## config.mk

```make
export PLATFORM = sky130hd
export DESIGN_NAME = rtc_alarm
export DESIGN_NICKNAME = d
export VERILOG_FILES = /design/src/rtl/rtc_alarm.sv
export SDC_FILE = /design/constraint.sdc
export NUM_CORES = 1
export LEC_CHECK = 0
export BUFFER_PORTS_ARGS = -buffer_cell sky130_fd_sc_hd__buf_2
export CAP_MARGIN = 20
export CORE_MARGIN = 2
export CORE_UTILIZATION = 38
export CTS_BUF_LIST = sky130_fd_sc_hd__clkbuf_16
export CTS_CLUSTER_DIAMETER = 40
export DETAILED_ROUTE_END_ITERATION = 10
export GPL_TIMING_DRIVEN = 0
export PLACE_DENSITY_LB_ADDON = 0.12
export SLEW_MARGIN = 10
export SYNTH_ARGS = -nofsm -noshare
export SYNTH_HDL_FRONTEND = slang
export SYNTH_SLANG_ARGS = --single-unit
```

## constraint.sdc

```tcl
create_clock -name clk -period 3.9 [get_ports clk]
set_input_delay 0.78 -clock clk [delete_from_list [all_inputs] [get_ports clk]]
set_output_delay 0.78 -clock clk [all_outputs]
set_load 0.02 [all_outputs]
```

## src/rtl/rtc_alarm.sv

```systemverilog
//-----------------------------------------------------------------------------
// rtc_alarm
//
// Alarm controller sitting behind the real-time clock. Compares the RTC
// time {hh,mm} against a programmed alarm time and drives `ring`. Handles
// stop, snooze (with minute/hour wrap-around), and an automatic ring timeout
// that leaves a sticky `missed` flag behind.
//
// Build option:
//   RTC_ALARM_SNOOZE_EN - when defined, the SNOOZE state, snooze target
//                         arithmetic and snooze counter are compiled in.
//                         When undefined, the `snooze` port is ignored.
//
// Parameters:
//   RING_CYCLES - cycles `ring` stays high before auto-timeout
//   SNOOZE_MIN  - snooze length in minutes (1..59)
//   MAX_SNOOZE  - snoozes allowed per alarm event
//
// Ports:
//   clk        in   system clock, rising edge
//   rst        in   synchronous active-high reset
//   hh, mm     in   current RTC time (0..23, 0..59)
//   alarm_hh   in   alarm hour to load
//   alarm_mm   in   alarm minute to load
//   alarm_set  in   one-cycle load strobe
//   alarm_en   in   level enable; 0 forces IDLE
//   stop       in   one-cycle dismiss strobe
//   snooze     in   one-cycle snooze strobe
//   ring       out  registered, high while ringing
//   armed      out  registered, high while waiting for alarm or snooze time
//   missed     out  sticky, set on ring timeout
//   set_err    out  one-cycle pulse after an out-of-range alarm_set
//   dbg_state  out  current FSM state (IDLE=0, ARMED=1, RINGING=2, SNOOZE=3)
//
// Handshake note: all strobes are sampled on the rising edge at which they
// are high; there is no back-pressure, every strobe is consumed in the cycle
// it is presented.
//-----------------------------------------------------------------------------
module rtc_alarm #(
   parameter int RING_CYCLES = 100,
   parameter int SNOOZE_MIN  = 5,
   parameter int MAX_SNOOZE  = 3
) (
   input  logic       clk,
   input  logic       rst,
   input  logic [4:0] hh,
   input  logic [5:0] mm,
   input  logic [4:0] alarm_hh,
   input  logic [5:0] alarm_mm,
   input  logic       alarm_set,
   input  logic       alarm_en,
   input  logic       stop,
   input  logic       snooze,
   output logic       ring,
   output logic       armed,
   output logic       missed,
   output logic       set_err,
   output logic [1:0] dbg_state
);

   localparam int CNT_W = (RING_CYCLES > 1) ? $clog2(RING_CYCLES) : 1;
   localparam logic [CNT_W-1:0] RING_LAST = CNT_W'(RING_CYCLES - 1);

   typedef enum logic [1:0] {
      ST_IDLE    = 2'd0,
      ST_ARMED   = 2'd1,
      ST_RINGING = 2'd2
`ifdef RTC_ALARM_SNOOZE_EN
      , ST_SNOOZE = 2'd3
`endif
   } state_t;

   state_t           state_q, state_d;
   logic [4:0]       alarm_hh_q, alarm_hh_d;
   logic [5:0]       alarm_mm_q, alarm_mm_d;
   logic [4:0]       prev_hh_q, prev_hh_d;
   logic [5:0]       prev_mm_q, prev_mm_d;
   logic [CNT_W-1:0] ring_cnt_q, ring_cnt_d;
   logic             ring_q, ring_d;
   logic             armed_q, armed_d;
   logic             missed_q, missed_d;
   logic             set_err_q, set_err_d;

   logic             set_ok;
   logic             set_good;
   logic             set_bad;
   logic             time_new;
   logic             alarm_hit;

`ifdef RTC_ALARM_SNOOZE_EN
   localparam int SNZ_W = $clog2(MAX_SNOOZE + 1);
   localparam logic [SNZ_W-1:0] SNZ_MAX = SNZ_W'(MAX_SNOOZE);
   localparam logic [6:0]       SNZ_ADD = 7'(SNOOZE_MIN);

   logic [4:0]       snz_hh_q, snz_hh_d;
   logic [5:0]       snz_mm_q, snz_mm_d;
   logic [SNZ_W-1:0] snz_cnt_q, snz_cnt_d;
   logic [6:0]       snz_sum;
   logic [4:0]       snz_hh_n;
   logic [5:0]       snz_mm_n;
   logic             snz_hit;
`else
   // Port is kept for a stable interface but carries no function here.
   logic unused_snooze;
   assign unused_snooze = snooze;
`endif

   //--------------------------------------------------------------------------
   // Next-state and datapath
   //--------------------------------------------------------------------------
   always_comb begin
      // Event decode
      set_ok    = (alarm_hh <= 5'd23) && (alarm_mm <= 6'd59);
      set_good  = alarm_set & set_ok;
      set_bad   = alarm_set & ~set_ok;
      // A match only counts on the cycle the minute changes, so a held
      // matching time cannot re-trigger after stop/timeout.
      time_new  = ({hh, mm} != {prev_hh_q, prev_mm_q});
      alarm_hit = ({hh, mm} == {alarm_hh_q, alarm_mm_q}) && time_new;

`ifdef RTC_ALARM_SNOOZE_EN
      snz_hit = ({hh, mm} == {snz_hh_q, snz_mm_q}) && time_new;
      // Snooze target = now + SNOOZE_MIN with minute carry into the hour
      // and 23 -> 0 hour wrap. SNOOZE_MIN <= 59 keeps the carry to one.
      snz_sum = {1'b0, mm} + SNZ_ADD;
      if (snz_sum >= 7'd60) begin
         snz_mm_n = 6'(snz_sum - 7'd60);
         snz_hh_n = (hh == 5'd23) ? 5'd0 : hh + 5'd1;
      end else begin
         snz_mm_n = snz_sum[5:0];
         snz_hh_n = hh;
      end
      snz_hh_d  = snz_hh_q;
      snz_mm_d  = snz_mm_q;
      snz_cnt_d = snz_cnt_q;
`endif

      // Defaults: hold everything, sample time every cycle
      state_d    = state_q;
      alarm_hh_d = alarm_hh_q;
      alarm_mm_d = alarm_mm_q;
      prev_hh_d  = hh;
      prev_mm_d  = mm;
      ring_cnt_d = ring_cnt_q;
      missed_d   = missed_q;
      set_err_d  = set_bad;

      // Register effects of alarm_set / stop apply regardless of alarm_en;
      // alarm_en only governs where the FSM goes.
      if (set_good) begin
         alarm_hh_d = alarm_hh;
         alarm_mm_d = alarm_mm;
         missed_d   = 1'b0;
`ifdef RTC_ALARM_SNOOZE_EN
         snz_cnt_d  = '0;
`endif
      end else if (!set_bad && stop) begin
         missed_d = 1'b0;
      end

      if (!alarm_en) begin
         state_d    = ST_IDLE;
         ring_cnt_d = '0;
`ifdef RTC_ALARM_SNOOZE_EN
         snz_cnt_d  = '0;
`endif
      end else if (set_bad) begin
         // Rejected load freezes the FSM and ring counter for this cycle.
         state_d = state_q;
      end else if (set_good) begin
         state_d    = ST_ARMED;
         ring_cnt_d = '0;
      end else begin
         case (state_q)
            ST_IDLE: begin
               state_d = ST_ARMED;
            end
            ST_ARMED: begin
               if (alarm_hit) begin
                  state_d    = ST_RINGING;
                  ring_cnt_d = '0;
               end
            end
            ST_RINGING: begin
               if (stop) begin
                  state_d    = ST_ARMED;
                  ring_cnt_d = '0;
`ifdef RTC_ALARM_SNOOZE_EN
                  snz_cnt_d  = '0;
               end else if (snooze) begin
                  ring_cnt_d = '0;
                  if (snz_cnt_q < SNZ_MAX) begin
                     state_d   = ST_SNOOZE;
                     snz_hh_d  = snz_hh_n;
                     snz_mm_d  = snz_mm_n;
                     snz_cnt_d = snz_cnt_q + 1'b1;
                  end else begin
                     // Snoozes exhausted: behaves exactly like stop.
                     state_d   = ST_ARMED;
                     snz_cnt_d = '0;
                     missed_d  = 1'b0;
                  end
`endif
               end else if (ring_cnt_q == RING_LAST) begin
                  state_d    = ST_ARMED;
                  ring_cnt_d = '0;
                  missed_d   = 1'b1;
`ifdef RTC_ALARM_SNOOZE_EN
                  snz_cnt_d  = '0;
`endif
               end else begin
                  ring_cnt_d = ring_cnt_q + 1'b1;
               end
            end
`ifdef RTC_ALARM_SNOOZE_EN
            ST_SNOOZE: begin
               if (snz_hit) begin
                  state_d    = ST_RINGING;
                  ring_cnt_d = '0;
               end
            end
`endif
            default: begin
               state_d = ST_IDLE;
            end
         endcase
      end

      // Outputs are registered copies of the state being entered.
      ring_d  = (state_d == ST_RINGING);
`ifdef RTC_ALARM_SNOOZE_EN
      armed_d = (state_d == ST_ARMED) || (state_d == ST_SNOOZE);
`else
      armed_d = (state_d == ST_ARMED);
`endif
   end

   //--------------------------------------------------------------------------
   // State registers
   //--------------------------------------------------------------------------
   always_ff @(posedge clk) begin
      if (rst) begin
         state_q    <= ST_IDLE;
         alarm_hh_q <= '0;
         alarm_mm_q <= '0;
         prev_hh_q  <= '0;
         prev_mm_q  <= '0;
         ring_cnt_q <= '0;
         ring_q     <= 1'b0;
         armed_q    <= 1'b0;
         missed_q   <= 1'b0;
         set_err_q  <= 1'b0;
`ifdef RTC_ALARM_SNOOZE_EN
         snz_hh_q   <= '0;
         snz_mm_q   <= '0;
         snz_cnt_q  <= '0;
`endif
      end else begin
         state_q    <= state_d;
         alarm_hh_q <= alarm_hh_d;
         alarm_mm_q <= alarm_mm_d;
         prev_hh_q  <= prev_hh_d;
         prev_mm_q  <= prev_mm_d;
         ring_cnt_q <= ring_cnt_d;
         ring_q     <= ring_d;
         armed_q    <= armed_d;
         missed_q   <= missed_d;
         set_err_q  <= set_err_d;
`ifdef RTC_ALARM_SNOOZE_EN
         snz_hh_q   <= snz_hh_d;
         snz_mm_q   <= snz_mm_d;
         snz_cnt_q  <= snz_cnt_d;
`endif
      end
   end

   assign ring      = ring_q;
   assign armed     = armed_q;
   assign missed    = missed_q;
   assign set_err   = set_err_q;
   assign dbg_state = state_q;

endmodule

```

==> impl_metrics.csv, run 1 <==
group,metric,value,unit
outcome,status,"complete, no violations",
place,io_buffers,31,
yosys,syn_inst,172,
sta,max_freq,466,MHz
routing,ant_nets,0,
setup_path,crit_slowest_cell,"o21ai_2",
sta,hold_viol,0,
yosys,synth_nets,201,
global_routing,grt_pass1_wl,5.67,mm
yosys,ys_ff_latch,35,
finish,ff_latch_area,701,µm²
setup_path,path_cells,"buf_2 > xor2_1 > nor4_1 > nand4_1 > o21ai_2 > a41oi_1",
finish,antenna_cells,0,
power,power_switching,194,µW
yosys,yosys.area.top_type,"dfxtp_1",
yosys,yosysMostFrequentCell,"dfxtp_1",
clock_tree,postCtsHoldBufs,0,
min_path,hold_path.class,"reg2reg",
power,p_int,643,µW
finish,multiInputGateArea,877,µm²
floorplan,num_io_pins,34,
yosys,syn_avg_cell_area,9.32,µm²
routing,drc,0,
sta,tns,0,ns
sta,worst_slew_pin_slew,0.549,ns
yosys,synth.distinct_cells,37,
clock_tree,cts.sinks,35,
power,combPwrFrac,10.5,%
clock_tree,clockBufferDepth,2,
global_routing,grt_max_degree,11,
yosys,synth_top_area_share,43.7,%
clock_tree,htreeDepth,2,
setup_path,crit_buf_inv,1,
setup_path,critPathMaxStageDelay,0.40,ns
setup_path,cp-start-kind,"input port",
routing,via_per_inst,5.13,
global_routing,grt_pass1_vias,1290,
yosys,synthArstFlopShare,0,%
floorplan,die_w,68.9,µm
yosys,synthTopCellsByArea,"dfxtp_1, xor2_1, mux2i_1",
global_routing,antenna_found_initial,0,
setup_path,cp_max_fo,7,
yosys,yosysSeqAreaShare,43.7,%
floorplan,fp.dieH,68.9,µm
floorplan,core,4030,µm²
setup_path,critical_path.top_delay_family,"simple AND/OR/NAND/NOR gates",
place,gp_congestion,0.864,
sta,relSlewSlack,63.1,%
clock_tree,root_buffer,"clkbuf_16",
clock_tree,cts.clk_slew.worst_paths,0.05,ns
power,p_seq_share,45.6,%
finish,n_fill_cell,392,
setup_path,cp-end-kind,"register",
place,dp_hpwl,2.64,mm
run,timing.max_cap.violations,0,
global_routing,grt.overflow.total,0,
yosys,synthTopCellsByCount,"dfxtp_1, xor2_1, nor2_1",
sta,finalCritPeriodShare,55.0,%
sta,fin_crit,2.14,ns
floorplan,design.die.area,4750,µm²
routing,wl_per_cell,13.7,µm
setup_path,critPathArrivalTime,2.28,ns
routing,drt_pass1_iterations,4,
finish,nets,239,
routing,vias,1339,
sta,slew_violations,0,
sta,fin_skew,0.00382,ns
clock_tree,postCtsSetupBuffers,0,
finish,drive_gt1_share,22.3,%
setup_path,cp.required,4.03,ns
clock_tree,cts_resized,0,
routing,drt_iter0_markers,52,
global_routing,grt_use_total,16.6,%
routing,routed_wl,3.57,mm
yosys,ys_warn_count,0,
floorplan,num_rows,23,
power,clock_power_share,43.9,%
clock_tree,cts_tree,"built",
place,dp_cells,253,
finish,instances_no_fill,261,
power,ir_worst_vdd,0.000175,V
clock_tree,numCtsBuffers,5,
yosys,synth_edf_count,0,
yosys,synthFlopType,"dfxtp_1",
clock_tree,clkLatencyLatePin,0.28,ns
power,swShare,23.1,%
power,power_density,427,nW/µm²
yosys,syn_area,1600,µm²
power,p_leak,0.896,nW
sta,rsz0062_at_grt,"false",
finish,area_delta_synth_final,22.2,%
setup_path,path_class,"in2reg",
floorplan,initial_utilization,39.8,%
sta,setup_viol,0,
-- flip-flops by register name (all words and copies together) (netlist names) --
name,cells
alarm_mm_q,6
set_err,1
dbg_state,2
prev_hh_q,5
armed,1
alarm_hh_q,5
missed,1
ring,1
prev_mm_q,6
ring_cnt_q,7
-- cell usage in the layout (no fill, tap or decap), types with 2 or more instances in the layout --
cell type and instances:
dfxtp_1 35, o21ai_0 6, nand2b_1 2, nor2b_1 14, clkbuf_1 3, buf_2 32
nor2_1 21, clkbuf_16 5, or2_2 2, xor2_1 22, nand3_1 4, nand2_1 9
nand4_1 2, and3_1 3, a21oi_1 4, nor3_1 5, mux2i_1 11, a31oi_1 3
a41oi_1 3, nor4_1 4, inv_1 3
-- cell families (layout without fill, tap and decap cells) --
kind of cell | count (synthesis) | after routing | share of synthesized area (%)
simple gates | 70 | 70 | 22.5
flops | 35 | 35 | 43.7
compound gates | 27 | 27 | 12.6
xor+xnor | 22 | 22 | 12.0
mux | 11 | 11 | 6.87
buf+inv | 6 | 45 | 1.56
fa+ha+maj | 1 | 1 | 0.781
-- path summary, 6_finish.rpt --
kind | from | endpoint | slack [ns] | cells past startpoint
hold reg to reg | ring_cnt_q[0]$_SDFFE_PP0P_ | ring_cnt_q[0]$_SDFFE_PP0P_ | 0.50 | 1
setup reg to reg | alarm_hh_q[2]$_SDFFE_PP0N_ | ring_cnt_q[6]$_SDFFE_PP0P_ | 2.04 | 5
setup / recovery | hh[2] | ring_cnt_q[6]$_SDFFE_PP0P_ | 1.76 | 6
hold / removal | ring_cnt_q[0]$_SDFFE_PP0P_ | ring_cnt_q[0]$_SDFFE_PP0P_ | 0.50 | 1
-- layout make-up --
class / instances / share of cell area [%]
timing repair buffer: 31 / 7.92
buffer: 5 / 1.09
sequential: 35 / 35.8
clock buffer: 5 / 6.39
clock inverter: 3 / 0.639
multi-input combinational: 131 / 44.8
inverter: 1 / 0.192
tap: 50 / 3.19
-- stage by stage --
stage	cell area, µm²	utilization [%]	worst slack (ns)	hold slack [ns]	total power, mW
floorplan	1600	-	2.01	0.451	0.443
global placement	1820	45.2	1.50	0.475	0.475
detailed placement	1820	45.2	1.46	0.485	0.477
CTS	1960	48.6	1.73	0.510	0.848
global route	1960	48.6	1.66	0.526	0.872
finish	1960	48.6	1.76	0.502	0.837
-- power by group through the flow --
stage	logic [mW]	registers, mW	clock network (mW)
5_1_grt	0.0981	0.383	0.391
2_1_floorplan	0.0525	0.390	0
3_5_place_dp	0.0880	0.389	0
6_report	0.0877	0.382	0.368
4_1_cts	0.0887	0.382	0.378
3_3_place_gp	0.0864	0.389	0
-- per-layer routing --
layer | wire [µm] | global-route usage [%] | vias to the layer above
met4 | 51 | 6.62 | 0
li1 | - | - | 676
met2 | 1730 | 29.3 | 33
met5 | 0 | 0 | -
met3 | 169 | 5.36 | 5
met1 | 1620 | 18.4 | 625
-- worst reg2reg max path, cell delays in order, from the launching register on --
cell and delay, ns:
dfxtp_1 0.32, xor2_1 0.16, nor4_1 0.36, nand4_1 0.31
o21ai_2 0.40, a41oi_1 0.18
(Power assumes the default switching activity.)
==> run 2: changes to the inputs <==
- clock period: 3.9 -> 1.8 ns (I/O delays scaled with it)
==> run 2 against run 1 <==
- critical endpoint unchanged
- combinational power rose by 120%
- power grew 120%
- routed wire length increased by 0.62%
==> impl_metrics.csv, run 2 (synthesis results as in run 1) <==
group,metric,value,unit
finish,largest_register,"ring_cnt_q",
setup_path,critPathMaxStageDelay,0.37,ns
sta,max_freq,582,MHz
finish,drive_gt1_share,25.7,%
clock_tree,cts.sinks,35,
finish,antenna_cells,0,
global_routing,grt_use_total,16.6,%
clock_tree,htreeDepth,2,
routing,wl_per_cell,13.6,µm
floorplan,num_io_pins,34,
run,timing.max_cap.violations,0,
setup_path,crit_slowest_cell,"o31a_1",
place,gp_congestion,0.864,
floorplan,num_rows,23,
finish,final_cell_mix,"dfxtp_1, buf_2, xor2_1",
global_routing,grt_max_degree,11,
clock_tree,cts_tree,"built",
sta,slew_violations,0,
clock_tree,root_buffer,"clkbuf_16",
setup_path,cp.required,1.94,ns
clock_tree,cts.clk_slew.worst_paths,0.05,ns
finish,largest_reg_flops,7,
sta,finalCritPeriodShare,95.5,%
sta,fin_crit,1.72,ns
sta,relSlewSlack,58.6,%
setup_path,cp-end-kind,"register",
finish,n_fill_cell,395,
clock_tree,clockBufferDepth,2,
power,finalPower,1.81,mW
global_routing,met2_usage,29.3,%
sta,worst_slew_pin_slew,0.615,ns
global_routing,busiest_layer,"met2",
power,p_leak,0.905,nW
floorplan,fp.dieH,68.9,µm
setup_path,cp_max_fo,5,
floorplan,core,4030,µm²
sta,setup_viol,0,
setup_path,critical_path.top_delay_family,"compound AO/OA/AOI/OAI gates",
routing,drt_pass1_iterations,4,
place,io_buffers,31,
setup_path,cp-start-kind,"register",
power,power_density,899,nW/µm²
min_path,hold_path.class,"in2reg",
routing,drt_iter0_markers,53,
finish,largestRegisters,"ring_cnt_q x7, alarm_mm_q x6, prev_mm_q x6",
floorplan,initial_utilization,39.8,%
setup_path,critPathArrivalTime,1.86,ns
finish,nets,242,
global_routing,grt_pass1_wl,5.68,mm
outcome,status,"complete, no violations",
global_routing,use_met3,5.36,%
finish,post-route-util,50.0,%
global_routing,met1_usage,18.4,%
setup_path,path_cells,"ha_4 > nand4b_1 > o31a_1 > nand3b_1 > buf_4 > nor2_1 > o21ai_0 > a41oi_1",
floorplan,design.die.area,4750,µm²
clock_tree,clkLatencyLatePin,0.27,ns
setup_path,crit_buf_inv,1,
clock_tree,numCtsBuffers,5,
routing,vias,1332,
place,dp_hpwl,2.64,mm
setup_path,path_class,"reg2reg",
finish,final_common_cell,"dfxtp_1",
routing,ant_nets,0,
routing,drc,0,
global_routing,grt_pass1_vias,1298,
floorplan,die_w,68.9,µm
routing,routed_wl,3.59,mm
finish,area_delta_synth_final,25.6,%
sta,hold_viol,0,
routing,via_per_inst,5.05,
global_routing,grt.overflow.total,0,
sta,fin_skew,0.00411,ns
clock_tree,postCtsHoldBufs,0,
power,ir_worst_vdd,0.000379,V
global_routing,antenna_found_initial,0,
run 2: timing repair:
item / CTS / global route
gates cloned: 0 / 0
gates resized for setup: 1 / 8
buffers inserted: 1 / 2
endpoints found under the setup margin: 5 / 7
pin swaps: 1 / 2
run 2: area by class of cell:
class / count / area [µm²] / area share [%]
plain buffers: 5 / 21.3 / 1.06
well taps: 50 / 62.6 / 3.11
inverters: 1 / 3.75 / 0.186
multi-input cells: 131 / 905 / 44.9
flip-flops and latches: 35 / 706 / 35.1
repair buffers: 34 / 178 / 8.83
clock inverters: 3 / 12.5 / 0.622
clock buffers: 5 / 125 / 6.22
run 2: worst paths after layout:
check | slack (ns) | cells past startpoint | endpoint | startpoint
worst max-delay path | 0.08 | 8 | ring_cnt_q[6]$_SDFFE_PP0P_ | ring_cnt_q[0]$_SDFFE_PP0P_
worst min-delay path | 0.32 | 3 | alarm_mm_q[1]$_SDFFE_PP0N_ | alarm_mm[1]
worst max register to register | 0.08 | 8 | ring_cnt_q[6]$_SDFFE_PP0P_ | ring_cnt_q[0]$_SDFFE_PP0P_
worst min register to register | 0.48 | 1 | ring_cnt_q[0]$_SDFFE_PP0P_ | ring_cnt_q[0]$_SDFFE_PP0P_
run 2: routing by layer:
metal	up-vias	wire, µm
met1	624	1630
met5	-	0
met3	4	143
met2	20	1790
li1	684	-
met4	0	33
run 2: worst register-to-register path, cell delays in order (launching register included):
cell	delay (ns)
dfxtp_4	0.36
ha_4	0.15
nand4b_1	0.13
o31a_1	0.37
nand3b_1	0.20
buf_4	0.14
nor2_1	0.03
o21ai_0	0.14
a41oi_1	0.07
run 2: through the flow:
step / TNS [ns] / cell area, µm² / std cells / hold WS [ns] / setup WS (ns)
after floorplan: 0 / 1600 / 172 / 0.432 / 0.220
after global placement: -1.08 / 1820 / 253 / 0.475 / -0.180
after detailed placement: -1.43 / 1820 / 253 / 0.485 / -0.215
after CTS: 0 / 1970 / 262 / 0.312 / 0.0121
after global routing: -0.00576 / 2010 / 264 / 0.320 / -0.00399
final: 0 / 2010 / 264 / 0.316 / 0.0810
run 2: power by group:
part           switching, mW  total [mW]  internal (mW)
logic                  0.104       0.192         0.0872
registers             0.0185       0.826          0.807
clock network          0.293       0.792          0.499
